File: config.mk
export PLATFORM = sky130hd
export DESIGN_NAME = reg_writeback_queue
export DESIGN_NICKNAME = d
export VERILOG_FILES = /design/src/rtl/reg_writeback_queue.sv
export SDC_FILE = /design/constraint.sdc
export NUM_CORES = 1
export LEC_CHECK = 0
export BUFFER_PORTS_ARGS = -buffer_cell sky130_fd_sc_hd__clkbuf_2
export CAP_MARGIN = 20
export CELL_PAD_IN_SITES_DETAIL_PLACEMENT = 0
export CELL_PAD_IN_SITES_GLOBAL_PLACEMENT = 1
export CORE_MARGIN = 2
export CORE_UTILIZATION = 45
export CTS_CLUSTER_SIZE = 28
export DETAILED_ROUTE_END_ITERATION = 10
export GPL_TIMING_DRIVEN = 1
export MAX_ROUTING_LAYER = met4
export PLACE_DENSITY = 0.88
export SLEW_MARGIN = 25
export SYNTH_ARGS = -nofsm -noshare
export SYNTH_HDL_FRONTEND = slang
export SYNTH_SLANG_ARGS = --single-unit
File: constraint.sdc
create_clock -name clk -period 2.65 [get_ports clk]
set_input_delay 0.265 -clock clk [delete_from_list [all_inputs] [get_ports clk]]
set_output_delay 0.265 -clock clk [all_outputs]
set_load 0.1 [all_outputs]
File: src/rtl/reg_writeback_queue.sv
// Register writeback queue: buffers results until the register file write port frees up.
// Define WB_BYPASS_EN to enable lookup/forwarding of pending writes.
module reg_writeback_queue #(
  parameter int DEPTH = 4
) (
  input  logic        clk,
  input  logic        rst,
  input  logic        in_valid,
  output logic        in_ready,
  input  logic [4:0]  in_addr,
  input  logic [31:0] in_data,
  input  logic        stall,
  output logic        we,
  output logic [4:0]  addr_rd2,
  output logic [31:0] data_rd2,
  input  logic [4:0]  lookup_addr0,
  input  logic [4:0]  lookup_addr1,
  output logic        hit0,
  output logic        hit1,
  output logic [31:0] hit_data0,
  output logic [31:0] hit_data1,
  output logic [$clog2(DEPTH):0] occupancy
);

  localparam int AW = $clog2(DEPTH);
  localparam logic [AW:0] FULL = (AW+1)'(DEPTH);

  logic [4:0]    addr_q [DEPTH];
  logic [31:0]   data_q [DEPTH];
  logic [AW-1:0] head;
  logic [AW-1:0] tail;
  logic [AW:0]   count;

  logic push;
  logic pop;
  logic empty;

  assign empty     = (count == '0);
  assign in_ready  = (count != FULL) & ~rst;
  assign pop       = ~empty & ~stall & ~rst;
  // Writes to x0 are accepted but never enqueued.
  assign push      = in_valid & in_ready & (in_addr != 5'd0);
  assign we        = pop;
  assign occupancy = count;
  assign addr_rd2  = empty ? 5'd0 : addr_q[head];
  assign data_rd2  = empty ? 32'd0 : data_q[head];

  always_ff @(posedge clk) begin
    if (rst) begin
      head  <= '0;
      tail  <= '0;
      count <= '0;
    end else begin
      if (push) begin
        addr_q[tail] <= in_addr;
        data_q[tail] <= in_data;
        tail         <= tail + 1'b1;
      end
      if (pop) begin
        head <= head + 1'b1;
      end
      unique case ({push, pop})
        2'b10:   count <= count + 1'b1;
        2'b01:   count <= count - 1'b1;
        default: count <= count;
      endcase
    end
  end

`ifdef WB_BYPASS_EN
  // Scan oldest to youngest so the last match is the youngest entry.
  always_comb begin
    hit0      = 1'b0;
    hit1      = 1'b0;
    hit_data0 = 32'd0;
    hit_data1 = 32'd0;
    for (int i = 0; i < DEPTH; i++) begin
      if ((AW+1)'(i) < count) begin
        if (lookup_addr0 != 5'd0 &&
            addr_q[head + AW'(i)] == lookup_addr0) begin
          hit0      = 1'b1;
          hit_data0 = data_q[head + AW'(i)];
        end
        if (lookup_addr1 != 5'd0 &&
            addr_q[head + AW'(i)] == lookup_addr1) begin
          hit1      = 1'b1;
          hit_data1 = data_q[head + AW'(i)];
        end
      end
    end
  end
`else
  logic unused_lookup;
  assign unused_lookup = ^{lookup_addr0, lookup_addr1};
  assign hit0      = 1'b0;
  assign hit1      = 1'b0;
  assign hit_data0 = 32'd0;
  assign hit_data1 = 32'd0;
`endif

endmodule

After elaboration in Yosys (flattened, before gate mapping)

Memories as Yosys holds them, arrays and structs flattened. A register that Yosys moved wholly into a read port is not among the register bits.
Index checks and enable logic that the tools add are counted.

Register bits: 7
Memory bits (writable): 148
Input bits: 51
Output and inout bits: 108
Memories kept: 2

Memories:

| memory | depth | bits a word | read ports | clocked after memory_dff | wr ports | RTL line | text |
|---|---|---|---|---|---|---|---|
| data_q | 4     | 32          | 1          | 1                        | 1        | 29       | `logic [31:0] data_q [DEPTH];` |
| addr_q | 4     | 5           | 1          | 1                        | 1        | 28       | `logic [4:0] addr_q [DEPTH];` |

Add/subtract/negate cells: 4
Eq/ne operators: 3
Muxes and demuxes: 10
Bitwise operators: 8
Reductions and logical operators: 3

Operators by type and width:

| cell                  | count |
|---|---|
| $mux W32              | 1 |
| $mux W2               | 4 |
| $pmux W3 S2           | 1 |
| $and A1 B1 Y1         | 5 |
| $mux W5               | 1 |
| $reduce_bool A5 Y1    | 1 |
| $add A2 B1 Y2 const B | 2 |
| $add A3 B1 Y3 const B | 1 |
| $logic_not A3 Y1      | 1 |
| $mux W1               | 3 |
| $ne A3 B3 Y1 const B  | 1 |
| $not A1 Y1            | 3 |
| $sub A3 B1 Y3 const B | 1 |
| $eq A2 B1 Y1 const B  | 1 |
| $eq A2 B2 Y1 const B  | 1 |
| $reduce_bool A2 Y1    | 1 |

Depth between registers and ports, before layout

Gate-level depths: netlist of the first run.

Depth in word-level cells: 7
Mapped depth: 10

Worst setup path before layout of the first run

No wires, ideal clock.

Path type: register to register
Start point: reg count[1] (netlist: occupancy[1])
End point: reg count[2] (netlist: occupancy[2])
Data arrival time: 4.936 ns
Data required time: 2.580 ns
Slack: -2.356 ns
Cell stages (with the launch flop): 10
Buffers on the path: 1
Cells stage by stage: dfxtp_1 > nor3_2 > clkbuf_1 > nor3_1 > ha_1 > inv_1 > fa_1 > xor2_1 > or3_1 > a21oi_1

Word-level cells in the longest chain between the ends: 6
Elaborated cells on any way between the ends: 14
Classes of those cells: add/sub: 2; eq/ne: 3; mux: 1; bitwise: 6; reduce/logical: 2

Ends and longest elaborated chain:

| what                                                     | RTL line | text |
|---|---|---|
| from (decl)                                              | 32       | `logic [AW:0] count;` |
| from (signal assigned)                                   | 63       | `2'b10: count <= count + 1'b1;` |
| from (signal assigned)                                   | 64       | `2'b01: count <= count - 1'b1;` |
| from (signal assigned)                                   | 65       | `default: count <= count;` |
| $logic_not A3 Y1 (*)                                     | 38       | `assign empty = (count == '0);` |
| $not A1 Y1 (*)                                           | 40       | `assign pop = ~empty & ~stall & ~rst;` |
| $and A1 B1 Y1 (*) (2 in series)                          | 40       |  |
| via we                                                   | 13       | `output logic we,` |
| $eq A2 B1 Y1 / $eq A2 B2 Y1 (equally long branches)      | 62       | `unique case ({push, pop})` |
| $pmux W3 S2 / $reduce_bool A2 Y1 (equally long branches) | --       |  |

The timed path passes the listed nets; every way through them passes the cells marked *.
A chain may end at the register's enable or synchronous reset.

==> results.md, run 1 <==
- Hpwl dp: 6870 µm
- Post-synthesis cell type count: 28
- Num ports: around 160
- Initial DRC count: 158
- Critical R2R Launch: occupancy[1]
- Final non-filler cell total: 650
- R2r setup slk: around 0.57 ns
- Dpl cells: 619
- Port Buf Inserts: 82
- Worst Path Required: between 2 and 2.5 ns
- DRC Markers: 0
- Synth Flop Type: edfxtp_1
- # fillers: 1149
- Root Driver: clkbuf_16
- Switching portion of total power: 0.355
- Core footprint: 0.0144 mm²
- PwrDens: 894 mW/mm²
- Ratio of cells with drive above 1 in the final layout: 0.365
- CP cell instances: buf_12, mux4_2, nor2b_1, clkbuf_2
- Die outline height: 125 µm
- Post-synth ARST share: 0
- Sequential-to-total area share from yosys stat: 0.703
- Slew HR: 0.620
- Number of enable flip-flop cells after synthesis: 148
- Synthesized flop and latch total: 157
- Switching power total: 2.41 mW
- Vias in the first global route: 3229
- Worst-Margin Slew: approximately 0.57 ns
- Nets: 511
- Critical path's slowest cell: dfxtp_2
- Reg2reg end: occupancy[2]
- Post-Synthesis Cells: 358
- Clock network power share: 0.317
- DR pass1 iterations: 4
- Layout Skew: 0.0127 ns
- Worst Hold Depth: 1
- Unrepaired setup endpoints after global routing: false
- Pre-CTS WS: 0.399 ns
- H-tree lvl count: 4
- CTS buffer count: 17
- Clock buffer depth: 2
- Hold WC Path Type: in2reg
- Die Wd: about 120 µm
- Fmax achieved: 413 MHz
- Antenna cells: 0
- Min Clock Period, post-route: roughly 2.4 ns
- Area grow syn2layout: 15.5%
- Sequential share of power: 0.419
- Synth warnings: 0
- Cts hold-fix bufs: 0
- Max cap viols: 0
- GRT Util Overall: 0.148
- CP endpoint kind: output port
- Post-CTS Resized: 0
- Worst-Skew Late Latency: 0.41 ns
- Critical path buffers and inverters: 2
- Final Setup Violations: 0
- R2R cell count: 10
- Peak VDD IR: 0.000596 V
- Via count: 3157
- Fin crit share: 0.914
- First-pass GRT wire length: ~17000 µm
- Largest net degree at the start of global routing: 41
- Combinational Power Share: 0.264
- Worst Setup Start Kind: flip-flop
- Critical Path AT: 2.16 ns
- Final-report max-slew violation count: 0
- Placer congestion estimate: approximately 0.74
- Hold Crit Start: in_data[14]
- Grt total ovfl: 0
- Status: complete, no violations
- CP Max Fanout: 25
- Critical path class: reg2out
- PnR worst setup slack: between 0.2 and 0.25 ns
- PnR Total Power: 6.79 mW
- Pint: 4.38 mW
- Initial antenna violation count: 0
- Post-CTS Setup Inserts: 0
- CTS tree: built
- Delay-heaviest family, CP: buffers and inverters
- Final TNS setup: 0 ns
- Drt total wl: 10900 µm
- Post-Syn Area per Cell: 18.4 µm²
- Crit-path max cell delay: 0.57 ns
- Initial core utilization: 0.456
- Area of the mapped netlist: ~0.0066 mm²
- Die area: approximately 0.016 mm²
- CTS clk-pin slew, worst paths: ~0.06 ns
- Leakage: 2.69 nW
- Rows: 44
- Post-DRT Antenna Nets: 0
- Final Hold Viols: 0
- Clock Sinks: 157
- Average wire per standard cell: 16.8 µm
- Vias per cell: 4.86
- Hold EP: data_q[0][14]
-- Yosys cell counts (2+ instances only) --
cell type / count / area (µm²)
buf_4: 66 / 495
inv_1: 6 / 22.5
nor2_1: 6 / 22.5
nor2b_1: 37 / 231
buf_2: 4 / 20.0
buf_6: 4 / 45.0
edfxtp_1: 148 / 4440
xor2_1: 2 / 17.5
mux4_2: 37 / 833
a21oi_1: 6 / 30.0
nand3_1: 2 / 10.0
nand2b_1: 2 / 12.5
clkbuf_1: 4 / 15.0
and3_1: 4 / 25.0
or3_1: 2 / 12.5
dfxtp_1: 9 / 180
nor3_1: 2 / 10.0
ha_1: 5 / 62.6
o21ai_0: 3 / 15.0
-- cell families (layout without fill, tap and decap cells) --
family	count (synthesis)	in the layout	share of synthesized area
other	1	66	0.000570
xor gates and xnor gates	3	3	0.00400
and+or+nand+nor	59	59	0.0535
DFF	157	157	0.703
muxes	37	37	0.127
buffers and inverters	85	128	0.0917
AOI/OAI and AO/OA	10	10	0.00799
adders and majority gates	6	6	0.0126
-- power groups by stage --
stage | Sequential (mW) | Clock (mW) | Combinational (mW)
final | 2.84 | 2.16 | 1.79
after global routing | 2.85 | 2.28 | 1.86
after CTS | 2.84 | 2.19 | 1.81
after detailed placement | 2.89 | 0 | 1.81
after global placement | 2.89 | 0 | 1.80
after floorplan | 2.92 | 0 | 1.60
-- how the worst max path moves through the flow --
stage                 start      endpoint  cells past startpoint
2_1_floorplan  occupancy[2]  occupancy[2]                      9
3_3_place_gp     in_addr[1]  occupancy[2]                     11
3_5_place_dp     in_addr[1]  occupancy[2]                     11
4_1_cts           flip-flop  data_rd2[25]                      4
5_1_grt           flip-flop  data_rd2[15]                      4
6_report          flip-flop  data_rd2[15]                      4
-- stage by stage --
step / hold WS (ns) / util / area [µm²]
after detailed placement: 0.486 / 0.490 / 7070
after CTS: 0.0545 / 0.527 / 7600
final: 0.0670 / 0.527 / 7600
after global routing: 0.0578 / 0.527 / 7600
after global placement: 0.476 / 0.490 / 7070
after floorplan: 0.364 / - / 6870
-- layout make-up --
type,instances,area (µm²),share of cell area
Sequential cell,157,4640,0.611
Multi-Input combinational cell,181,1620,0.213
Timing Repair Buffer,91,553,0.0728
Tap cell,184,230,0.0303
Inverter,6,22.5,0.00296
Clock inverter,13,103,0.0135
Clock buffer,18,429,0.0565
-- worst reg2reg max path: stages (launching register included) --
cell,delay (ns)
dfxtp_4,0.36
nor2_1,0.14
a21oi_1,0.11
and2_1,0.19
inv_1,0.07
ha_2,0.19
inv_2,0.04
fa_2,0.33
xor2_1,0.16
or3_1,0.31
a21oi_1,0.11
-- cells in the final DEF (no fill, tap or decap), types with 2 or more instances in the layout --
| master | n |
|---|---|
| edfxtp_1 | 148 |
| clkbuf_2 | 82 |
| conb_1 | 66 |
| mux4_2 | 37 |
| nor2b_1 | 37 |
| clkbuf_16 | 17 |
| nor2_1 | 6 |
| a21oi_1 | 6 |
| clkinvlp_4 | 6 |
| buf_12 | 6 |
| inv_1 | 5 |
| and3_2 | 4 |
| ha_1 | 4 |
| clkinv_2 | 4 |
| dfxtp_1 | 4 |
| o21ai_0 | 3 |
| dfxtp_4 | 3 |
| buf_4 | 3 |
| nor3_4 | 2 |
| nand2b_1 | 2 |
| xor2_1 | 2 |
| or3_1 | 2 |
| nand3_1 | 2 |
| dfxtp_2 | 2 |
| clkinv_1 | 2 |
-- layer usage --
layer | GRT usage | wire (µm)
met3 | 0.0417 | 594
met2 | 0.251 | 5710
met4 | 0.0490 | 31
met1 | 0.170 | 4590
met5 | - | 0
-- flip-flops by register name (all words and copies together) (netlist names), named ones only --
signal     count
data_q       128
addr_q        20
occupancy      3
head           2
tail           2
Note: power is estimated with default switching activity, not from simulation.
==> inputs of run 2 (changes only) <==
- CORE_UTILIZATION: 45 -> 46
- CTS_BUF_LIST: default -> sky130_fd_sc_hd__clkbuf_4
- PLACE_DENSITY: 0.88 -> 0.9
==> run 2 against run 1 <==
Against the previous run: final cell count up 6.0%; fmax down 2.3%; power down 12%.
==> results.md, run 2 (synthesis results as in run 1) <==
- CP Max Fanout: 16 (-36%)
- Crit-path max cell delay: 0.50 ns (-0.07 ns)
- R2r setup slk: 0.55 ns (-0.02 ns)
- Area grow syn2layout: 18.9%
- Global Route met1 Usage: 0.206 (+0.0363)
- Rows: 43 (-2.3%)
- Slew HR: 0.633 (+0.0124)
- DR pass1 iterations: 4 (unchanged)
- Hold_ws: 0.0645 ns (-0.00252 ns)
- Nets: 553 (+8.2%)
- Vias in the first global route: 3401 (+5.3%)
- Delay-heaviest family, CP: buffers and inverters
- Die area: 0.0153 mm² (-2.1%)
- Final-report max-slew violation count: 0 (unchanged)
- Commonest non-fill, non-tap cells in the layout: edfxtp_1 (148), conb_1 (66), clkbuf_2 (58)
- CP endpoint kind: output port
- Port Buf Inserts: 82 (unchanged)
- Max cap viols: 0 (unchanged)
- Largest net degree at the start of global routing: 35 (-15%)
- Critical path class: reg2out
- PnR Total Power: 5.97 mW (-12%)
- CP cell instances: bufbuf_16, mux4_2, nor2b_1, clkbuf_4
- Critical path buffers and inverters: 2 (unchanged)
- Clock Sinks: 157 (unchanged)
- PwrDens: 764 mW/mm² (-14%)
- Max reg flops: 128 (unchanged)
- Leakage: 2.77 nW (+3.2%)
- Hold WC Path Type: in2reg
- Ratio of cells with drive above 1 in the final layout: 0.348 (-0.0171)
- Fin crit share: 0.935 (+0.0216)
- Vias per cell: 4.92 (+1.3%)
- Final TNS setup: 0 ns (unchanged)
- Initial core utilization: 0.472 (+0.0160)
- Most Used Layer, Global Route: met2
- GRT Util Overall: 0.172 (+0.0239)
- Commonest non-fill, non-tap cell in the layout: edfxtp_1
- H-tree lvl count: 4 (unchanged)
- Layout Skew: 0.0144 ns (+0.00176 ns)
- Worst Path Required: 2.38 ns (about the same)
- Num ports: 159 (unchanged)
- Hpwl dp: 7150 µm (+4.2%)
- Grt total ovfl: 0 (unchanged)
- Antenna cells: 0 (unchanged)
- Fin area: 0.00782 mm² (+2.9%)
- Dpl cells: 617 (-0.32%)
- Core footprint: 0.0139 mm² (-3.4%)
- Drt total wl: 11900 µm (+8.6%)
- Worst-Margin Slew: 0.554 ns (-0.0186 ns)
- Met3 Use GR: 0.0549 (+0.0133)
- Unrepaired setup endpoints after global routing: false
- First-pass GRT wire length: 18100 µm (+7.7%)
- Via count: 3389 (+7.3%)
- Status: complete, no violations
- DRC Markers: 0 (unchanged)
- Largest register by flop count: data_q
- Peak VDD IR: 0.000528 V (-11%)
- Grt met2 use: 0.281 (+0.0292)
- CTS tree: built
- Final Hold Viols: 0 (unchanged)
- Post-DP Area: 0.00709 mm² (+0.32%)
- Critical path's slowest cell: mux4_2
- Final non-filler cell total: 689 (+6.0%)
- Post-DRT Antenna Nets: 0 (unchanged)
- CTS clk-pin slew, worst paths: 0.12 ns (+0.06 ns)
- Initial antenna violation count: 0 (unchanged)
- Critical Path AT: 2.21 ns (+0.05 ns)
- Min Clock Period, post-route: 2.48 ns (+0.0572 ns)
- Average wire per standard cell: 17.2 µm (+2.5%)
- Die Wd: 124 µm (-1.1%)
- Die outline height: 124 µm (-1.1%)
- Clock buffer depth: 2 (unchanged)
- Fmax achieved: 403 MHz (-2.3%)
- CTS buffer count: 17 (unchanged)
- Worst-Skew Late Latency: 0.54 ns (+0.13 ns)
- Root Driver: clkbuf_4
- Initial DRC count: 171 (+8.2%)
- Placer congestion estimate: 0.770 (+3.5%)
- Final Setup Violations: 0 (unchanged)
- Worst Setup Start Kind: flip-flop
==> run 2: final timing paths <==
| kind | from | end | cells past startpoint |
|---|---|---|---|
| setup / recovery | flip-flop | data_rd2[27] | 4 |
| hold / removal | rst | occupancy[2] | 2 |
| setup reg to reg | occupancy[1] | occupancy[2] | 10 |
| hold reg to reg | head[0] | flip-flop | 2 |
==> run 2: power by group <==
group          internal, mW  switching, mW  leakage (nW)
clock network         0.393          0.824         0.121
logic                 0.412           1.51          1.23
registers              2.80         0.0359          1.42
total                  3.61           2.37          2.77
==> run 2: through the flow <==
stage	util	setup WS, ns
6_report	0.561	0.171
5_1_grt	0.561	0.0361
4_1_cts	0.560	0.00247
3_5_place_dp	0.509	0.373
3_3_place_gp	0.509	0.398
2_1_floorplan	-	-0.352
==> run 2: area by class of cell <==
class	count	area (µm²)
repair buffers	133	1070
flip-flops and latches	157	4640
clock buffers	19	143
well taps	180	225
clock inverters	13	95.1
fillers	1057	6120
inverters	6	22.5
multi-input cells	181	1620
==> run 2: repair_timing <==
item / 4_1_cts / 5_1_grt
buffers inserted: 0 / 2
pin swaps: 0 / 0
cloned: 1 / 0
hold buffers: 37 / 0
setup endpoints to repair: 32 / 24
gates resized for setup: 27 / 3
endpoints found under the hold margin: 148 / 0
==> run 2: metal layers <==
metal / routed length (µm) / vias to the layer above
met5: 0 / -
met4: 78 / 0
met3: 856 / 7
met2: 6260 / 175
met1: 4670 / 1700
li1: - / 1507
==> inputs of run 3 (changes only) <==
- MAX_ROUTING_LAYER: met4 -> default
- REMOVE_ABC_BUFFERS: default -> 1
==> run 3 against run 2 <==
Against the previous run: fmax is 0.41% higher; hold slack better by 0.036 ns; clock-buffer cell count down 1; via count fell by 2.5%; global-route usage down 1.9 points; final cell count shrank 0.29%; core utilization decreased by 0.54 points; sequential cell count is the same; critical path depth stayed put; sequential power hardly changed; critical endpoint is now addr_rd2[2]; clock power is 16% higher; die area unchanged.
==> results.md, run 3 (synthesis results as in run 1) <==
- R2r setup slk: 0.24 ns (-0.31 ns)
- Nets: 552 (-0.18%)
- Grt total ovfl: 0 (unchanged)
- Commonest non-fill, non-tap cell in the layout: edfxtp_1
- Hold_ws: 0.101 ns (+0.0361 ns)
- Area grow syn2layout: 17.7%
- Initial core utilization: 0.472 (unchanged)
- Die outline height: 124 µm (unchanged)
- Placer congestion estimate: 0.680 (-12%)
- Hold WC Path Type: in2reg
- CTS tree: built
- Vias per cell: 4.81 (-2.2%)
- Max reg flops: 128 (unchanged)
- Vias in the first global route: 3285 (-3.4%)
- Worst Setup Start Kind: flip-flop
- Final TNS setup: 0 ns (unchanged)
- Final Setup Violations: 0 (unchanged)
- Clock Sinks: 157 (unchanged)
- Root Driver: clkbuf_4
- Final-report max-slew violation count: 0 (unchanged)
- H-tree lvl count: 4 (unchanged)
- Peak VDD IR: 0.000444 V (-16%)
- Post-DRT Antenna Nets: 0 (unchanged)
- Fin crit share: 0.932 (-0.00383)
- Fmax achieved: 405 MHz (+0.41%)
- Largest net degree at the start of global routing: 41 (+17%)
- Clock buffer depth: 2 (unchanged)
- Via count: 3305 (-2.5%)
- Commonest non-fill, non-tap cells in the layout: edfxtp_1 (148), clkbuf_2 (80), conb_1 (66)
- Leakage: 2.76 nW (-0.51%)
- Layout Skew: 0.0149 ns (+0.000466 ns)
- Num ports: 159 (unchanged)
- Worst-Margin Slew: 0.580 ns (+0.0263 ns)
- Unrepaired setup endpoints after global routing: false
- Min Clock Period, post-route: 2.47 ns (-0.0101 ns)
- Die area: 0.0153 mm² (unchanged)
- CP endpoint kind: output port
- CP Max Fanout: 11 (-5)
- DRC Markers: 0 (unchanged)
- DR pass1 iterations: 4 (unchanged)
- Critical Path AT: 2.20 ns (about the same)
- CTS clk-pin slew, worst paths: 0.11 ns (about the same)
- Antenna cells: 0 (unchanged)
- Worst Path Required: 2.38 ns (about the same)
- Status: complete, no violations
- Die Wd: 124 µm (unchanged)
- Initial DRC count: 180 (+5.3%)
- Average wire per standard cell: 16.1 µm (-6.5%)
- CTS buffer count: 17 (unchanged)
- PwrDens: 788 mW/mm² (+3.2%)
- Slew HR: 0.615 (-0.0175)
- Critical path class: reg2out
- Max cap viols: 0 (unchanged)
- Hpwl dp: 6720 µm (-6.0%)
- Final Hold Viols: 0 (unchanged)
- Core footprint: 0.0139 mm² (unchanged)
- Worst-Skew Late Latency: 0.54 ns (about the same)
- Ratio of cells with drive above 1 in the final layout: 0.327 (-0.0203)
- Drt total wl: 11100 µm (-6.8%)
- GRT Util Overall: 0.153 (-0.0186)
- Largest register by flop count: data_q
- Rows: 43 (unchanged)
- Port Buf Inserts: 82 (unchanged)
- First-pass GRT wire length: 16600 µm (-8.5%)
- Initial antenna violation count: 0 (unchanged)
run 3: power by group:
group / switching, mW / internal (mW)
combinational: 1.48 / 0.362
clock: 0.774 / 0.646
sequential: 0.0381 / 2.80
run 3: layout make-up:
| type | count | area (µm²) |
|---|---|---|
| fillers | 1064 | 6190 |
| flip-flops and latches | 157 | 4630 |
| multi-input cells | 181 | 1610 |
| repair buffers | 132 | 973 |
| clock inverters | 13 | 150 |
| inverters | 6 | 22.5 |
| clock buffers | 18 | 135 |
| well taps | 180 | 225 |
run 3: per-stage QoR:
stage                     setup slack [ns]   util  total power [mW]  instance area [µm²]  std cells
after CTS                          0.00514  0.556              6.17                 7740        687
after detailed placement             0.227  0.505              4.69                 7030        616
after floorplan                      -2.56      -              4.40                 6240        344
after global routing                0.0425  0.556              6.33                 7740        687
final                                0.181  0.556              6.11                 7740        687
after global placement               0.340  0.505              4.67                 7030        616
run 3: worst paths after layout:
path | from | depth (start not counted) | endpoint
max | flip-flop | 4 | addr_rd2[2]
min | stall | 3 | flip-flop
max reg2reg | occupancy[1] | 10 | occupancy[2]
min reg2reg | head[0] | 2 | flip-flop
run 3: repair_timing:
action                                  in CTS  in global routing
setup buffers                                2                  0
gates resized for setup                      2                  1
endpoints found under the setup margin      23                 24
hold endpoints to repair                   151                  0
hold buffers                                38                  0
run 3: worst max-delay path, stage by stage, from the launching register on:
cell and delay, ns:
dfxtp_4 0.44, buf_12 0.17, mux4_2 0.49, nor2b_1 0.16, clkbuf_2 0.40
run 3: routing by layer:
layer	vias to the layer above	part of all wire	global-route usage
met3	17	0.061	0.0495
met1	1648	0.43	0.184
met4	0	0.016	0.0625
met5	-	0	0
li1	1509	-	-
met2	131	0.50	0.257
